$ cat src/rtl/axis_bk_arbiter_if.sv
// Requester/backend bundle shared by the round-robin backend arbiter.
// The slave modport is the arbiter's view; the master modport is the surrounding system's view.
interface axis_bk_arbiter_if #(
    parameter int unsigned NUM_REQ    = 4,
    parameter int unsigned DATA_WIDTH = 32,
    parameter int unsigned USER_WIDTH = 2,
    parameter int unsigned ID_WIDTH   = $clog2(NUM_REQ)
);
    logic [NUM_REQ*DATA_WIDTH-1:0] req_data;
    logic [NUM_REQ*USER_WIDTH-1:0] req_user;
    logic [NUM_REQ-1:0]            req_valid;
    logic [NUM_REQ-1:0]            req_ready;
    logic [DATA_WIDTH-1:0]         bk_data;
    logic [USER_WIDTH-1:0]         bk_user;
    logic                          bk_valid;
    logic                          bk_ready;
    logic [ID_WIDTH-1:0]           grant_id;
    logic                          busy;

    modport slave (
        input  req_data, req_user, req_valid, bk_ready,
        output req_ready, bk_data, bk_user, bk_valid, grant_id, busy
    );

    modport master (
        output req_data, req_user, req_valid, bk_ready,
        input  req_ready, bk_data, bk_user, bk_valid, grant_id, busy
    );
endinterface

$ cat src/rtl/axis_bk_arbiter.sv
// Round-robin arbiter sharing one AXI-Stream master backend among NUM_REQ requesters.
// Exactly one grant is held per transfer, and the grant is released on the master's bk_ready pulse.
module axis_bk_arbiter #(
    parameter int unsigned NUM_REQ    = 4,
    parameter int unsigned DATA_WIDTH = 32,
    parameter int unsigned USER_WIDTH = 2,
    parameter int unsigned ID_WIDTH   = $clog2(NUM_REQ)
) (
    input logic              axi_aclk,
    input logic              axi_areset,
    axis_bk_arbiter_if.slave bus
);
    typedef enum logic {IDLE, GRANT} state_t;

    state_t              state;
    logic [ID_WIDTH-1:0] rr_ptr;
    logic [ID_WIDTH-1:0] grant_q;
    logic                valid_q;

    logic                found;
    logic [ID_WIDTH-1:0] winner;
    logic [ID_WIDTH-1:0] next_ptr;
    logic [NUM_REQ-1:0]  ready;

    // First valid requester at or after rr_ptr, wrapping modulo NUM_REQ
    always_comb begin
        found  = 1'b0;
        winner = '0;
        for (int unsigned k = 0; k < NUM_REQ; k++) begin
            int unsigned idx;
            idx = (32'(rr_ptr) + k) % NUM_REQ;
            if (!found && bus.req_valid[idx]) begin
                found  = 1'b1;
                winner = ID_WIDTH'(idx);
            end
        end
    end

    assign next_ptr = (grant_q == ID_WIDTH'(NUM_REQ - 1)) ? '0 : grant_q + ID_WIDTH'(1);

    always_ff @(posedge axi_aclk or posedge axi_areset) begin
        if (axi_areset) begin
            state   <= IDLE;
            rr_ptr  <= '0;
            grant_q <= '0;
            valid_q <= 1'b0;
        end else begin
            case (state)
                IDLE: begin
                    if (found) begin
                        grant_q <= winner;
                        valid_q <= 1'b1;
                        state   <= GRANT;
                    end
                end
                GRANT: begin
                    // Requester valid is not re-checked; only bk_ready releases the grant
                    if (bus.bk_ready) begin
                        rr_ptr  <= next_ptr;
                        valid_q <= 1'b0;
                        state   <= IDLE;
                    end
                end
                default: begin
                    valid_q <= 1'b0;
                    state   <= IDLE;
                end
            endcase
        end
    end

    // Completion pulse routed only to the granted requester, in the bk_ready cycle itself
    always_comb begin
        ready = '0;
        if (state == GRANT && bus.bk_ready) begin
            ready[grant_q] = 1'b1;
        end
    end

    assign bus.req_ready = ready;
    assign bus.bk_data   = (state == GRANT) ? bus.req_data[32'(grant_q)*DATA_WIDTH +: DATA_WIDTH] : '0;
    assign bus.bk_user   = (state == GRANT) ? bus.req_user[32'(grant_q)*USER_WIDTH +: USER_WIDTH] : '0;
    assign bus.bk_valid  = valid_q;
    assign bus.busy      = valid_q;
    assign bus.grant_id  = grant_q;
endmodule

$ cat src/flat_wrapper.sv
// flat-port wrapper written by rule: the top's interface ports become plain ports
module axis_bk_arbiter_flat 
#(
    parameter int unsigned NUM_REQ    = 4,
    parameter int unsigned DATA_WIDTH = 32,
    parameter int unsigned USER_WIDTH = 2,
    parameter int unsigned ID_WIDTH   = $clog2(NUM_REQ)
)
  (axi_aclk, axi_areset, bus_req_data, bus_req_user, bus_req_valid, bus_bk_ready, bus_req_ready, bus_bk_data, bus_bk_user, bus_bk_valid, bus_grant_id, bus_busy);
  axis_bk_arbiter_if #(.NUM_REQ(NUM_REQ), .DATA_WIDTH(DATA_WIDTH), .USER_WIDTH(USER_WIDTH), .ID_WIDTH(ID_WIDTH)) bus_i ();
  input logic axi_aclk;
  input logic axi_areset;
  input wire logic [$bits(bus_i.req_data)-1:0] bus_req_data;
  input wire logic [$bits(bus_i.req_user)-1:0] bus_req_user;
  input wire logic [$bits(bus_i.req_valid)-1:0] bus_req_valid;
  input wire logic [$bits(bus_i.bk_ready)-1:0] bus_bk_ready;
  output wire logic [$bits(bus_i.req_ready)-1:0] bus_req_ready;
  output wire logic [$bits(bus_i.bk_data)-1:0] bus_bk_data;
  output wire logic [$bits(bus_i.bk_user)-1:0] bus_bk_user;
  output wire logic [$bits(bus_i.bk_valid)-1:0] bus_bk_valid;
  output wire logic [$bits(bus_i.grant_id)-1:0] bus_grant_id;
  output wire logic [$bits(bus_i.busy)-1:0] bus_busy;
  assign bus_i.req_data = bus_req_data;
  assign bus_i.req_user = bus_req_user;
  assign bus_i.req_valid = bus_req_valid;
  assign bus_i.bk_ready = bus_bk_ready;
  assign bus_req_ready = bus_i.req_ready;
  assign bus_bk_data = bus_i.bk_data;
  assign bus_bk_user = bus_i.bk_user;
  assign bus_bk_valid = bus_i.bk_valid;
  assign bus_grant_id = bus_i.grant_id;
  assign bus_busy = bus_i.busy;
  axis_bk_arbiter #(.NUM_REQ(NUM_REQ), .DATA_WIDTH(DATA_WIDTH), .USER_WIDTH(USER_WIDTH), .ID_WIDTH(ID_WIDTH)) u_core (.axi_aclk(axi_aclk), .axi_areset(axi_areset), .bus(bus_i));
endmodule
$ cat config.mk
export PLATFORM = sky130hd
export DESIGN_NAME = axis_bk_arbiter_flat
export DESIGN_NICKNAME = d
export VERILOG_FILES = /design/src/rtl/axis_bk_arbiter_if.sv /design/src/rtl/axis_bk_arbiter.sv /design/src/flat_wrapper.sv
export SDC_FILE = /design/constraint.sdc
export NUM_CORES = 1
export LEC_CHECK = 0
export ABC_AREA = 1
export BUFFER_PORTS_ARGS = -buffer_cell sky130_fd_sc_hd__buf_2
export CORE_ASPECT_RATIO = 0.7
export CORE_MARGIN = 5
export CORE_UTILIZATION = 36
export DETAILED_ROUTE_END_ITERATION = 10
export GPL_TIMING_DRIVEN = 0
export MAX_ROUTING_LAYER = met4
export PLACE_DENSITY = 0.83
export SYNTH_ARGS = -nofsm -noshare
export SYNTH_HDL_FRONTEND = slang
export SYNTH_SLANG_ARGS = --single-unit
$ cat constraint.sdc
create_clock -name axi_aclk -period 1.95 [get_ports axi_aclk]
set_clock_uncertainty 0.1 [all_clocks]
set_input_delay 0.39 -clock axi_aclk [delete_from_list [all_inputs] [get_ports axi_aclk]]
set_output_delay 0.39 -clock axi_aclk [all_outputs]
set_load 0.005 [all_outputs]
==> results.cfg <==
[synthesis]
synth_top_family_by_area = simple AND/OR/NAND/NOR gates
synth.area.top_cells = nor2_1, o21ai_0, a21oi_1, nand2_1, dfrtp_1
synthMuxAreaShare_pct = 0
synth_top_area_share_pct = 30.4
ys_types = 22
synth_nets = 513
yosysWarnings = 0
synth_xor_area_share_pct = 0
synth_top_area_cell = nor2_1
ys_ff_latch = 6
synth-compound-area-share_pct = 31.7
yosys.area_share.simple_pct = 45.9
syn_avg_cell_area_um2 = 4.76
netlist_area_um2 = 1740
synthAdderAreaFrac_pct = 2.87
yosysSeqAreaShare_pct = 8.61
syn_inst = 366

[sta]
rsz0062_at_grt = yes
finalSetupViolCount = 10
finalWorstSetupSlack_ps = -69.3
min_period_ps = 2020
setup_tns_ps = -243
final-hold-violation-count = 0
relSlewSlack_pct = 82.1
max_freq_ghz = 0.495
drv_slew = 0
period_share_pct = 104
worst_pin_slew_ps = 266

[min_path]
whs_path_depth = 2
hold_class = in -> reg

[clock_network]
clock_latency_ps = 230
root_buffer = clkbuf_8
cts_tree = yes
clk_path_buf_depth = 2
cts_sinks = 6
clkTransAtPathRegs_ps = 40
cts.htree.levels = 1
numCtsBuffers = 3

[floorplan]
num_rows = 21
start_util_pct = 36.9
die_x_um = 93.2
dieHeight_um = 68.2
die_area_um2 = 6360
ios = 185
coreArea_um2 = 4730

[final_layout]
final_common_cell = buf_2
fillers = 469
fin_nets = 714
multiInputGateArea_um2 = 1450
seq_area_um2 = 150
area_delta_synth_final_pct = 80.9
final_cell_mix = buf_2, nor2_1, o21ai_0
design_area_um2 = 3150
diodes = 0
layout-drive-gt1-share_pct = 45.1

[global_route]
grt_use_met3_pct = 3.19
use_met1_pct = 31.8
grt_max_degree = 12
grt_pass1_wl_mm = 12.8
grt_use_total_pct = 25.7
overflow = 0
grt.busiest_layer = met2
antenna_found_initial = 0
grt_pass1_vias = 2756
met2_usage_pct = 46.3

[critical_path]
critical_path_class = reg -> out
crit_end = bus_bk_data[13]
arrival_ps = 1530
required_ps = 1460
cp_cell_sequence = buf_6 > inv_4 > clkbuf_8 > o21ai_0 > a21oi_1 > buf_2
cp_num_buf_inv = 4
cp_max_fo = 10
start_kind = flop
startpoint = u_core.bus.grant_id[0]$_DFFE_PP0P_
cp-end-kind = output port
slowest_delay_ps = 380
r2r-start = u_core.rr_ptr[0]$_DFFE_PP0P_
critPathSlowestCell = dfrtp_1
crit_family = buffers and inverters
reg2reg_depth = 11
rr_endpoint = u_core.bus.grant_id[0]$_DFFE_PP0P_
cp.depth = 6
r2r_slack_ps = 330

[outcome]
outcome = complete, but fails checks
violations = negative setup slack

[pwr]
p_int_mw = 2.21
swShare_pct = 52.6
power_switching_mw = 2.45
ir_drop_uv = 593
seqPwrFrac_pct = 5.5
pwr-share-comb_pct = 90.4
p_leak_nw = 1.77
power.density_nw_per_um2 = 1480
p_clk_share_pct = 4.1
total_power_mw = 4.66

[place]
port_buffers = 184
gp_congestion = 0.842
dpl_cell_area_um2 = 2740
place_hpwl_mm = 6.80
preCtsSetupSlack_ps = -326

[job]
maxCapViolations = 0

[routing]
ant_nets = 0
num_vias = 3101
wl_mm = 8.80
dr.pass1.iters = 5
wl_per_cell_um = 14.2
routed_via_density = 4.99
drt_first_iter_violations = 136
drc = 0
-- stage by stage --
step	utilization (%)	hold slack (ps)	cells
global placement	57.8	196	607
floorplan	-	81.0	366
detailed placement	57.8	210	607
finish	66.7	342	622
global route	66.7	362	622
CTS	65.4	306	620
-- layer usage --
layer / vias up / routed length, um
li1: 1581 / -
met1: 1363 / 3590
met2: 153 / 4330
met3: 4 / 846
met4: 0 / 37
met5: - / 0
-- cells by family after synthesis --
| group | Yosys count |
|---|---|
| AND/OR/NAND/NOR | 200 |
| AO/OA/AOI/OAI | 110 |
| adder cells (fa/ha/maj) | 4 |
| buffers and inverters | 46 |
| flip-flops | 6 |
-- worst min path at each step --
stage / start / endpoint
floorplan: axi_areset / u_core.bus.bk_valid$_DFFE_PP0P_
global placement: axi_areset / u_core.bus.bk_valid$_DFFE_PP0P_
detailed placement: axi_areset / u_core.rr_ptr[1]$_DFFE_PP0P_
CTS: bus_bk_ready / u_core.state$_DFF_PP0_
global route: bus_bk_ready / u_core.state$_DFF_PP0_
finish: bus_bk_ready / u_core.state$_DFF_PP0_
-- synthesized netlist by cell type, drive strengths merged --
master and n:
ha 4, nand4 1, a21boi 1, inv 17, a21oi 35, clkinv 2
dfrtp 6, nor2 143, o21ai 74, clkbuf 19, nand2 47, buf 8
nand3 9
-- repair_timing --
action,4_1_cts,5_1_grt
gates cloned,2,0
resized for setup,83,33
pin swaps,13,16
endpoints found under the setup margin,37,37
hold endpoints to repair,6,0
hold buffers,1,0
setup buffers,7,2
-- power groups by stage --
stage / Clock [mW] / Sequential, mW / Combinational (mW)
floorplan: 0 / 0.251 / 2.17
global placement: 0 / 0.258 / 3.30
detailed placement: 0 / 0.265 / 3.36
CTS: 0.192 / 0.255 / 4.03
global route: 0.204 / 0.265 / 4.67
finish: 0.191 / 0.259 / 4.21
-- flip-flops by register name (all words and copies together) (netlist names) --
name	count
u_core.rr_ptr	2
u_core.bus.grant_id	2
u_core.state	1
u_core.bus.bk_valid	1
-- layout make-up --
cell class	count	share of cell area (%)
Buffer	27	9.92
Tap cell	57	2.26
Sequential cell	6	4.76
Timing Repair Buffer	196	32.9
Inverter	19	2.78
Multi-Input combinational cell	314	46.1
Clock buffer	3	1.31
Power figures use the tool's default switching activity.
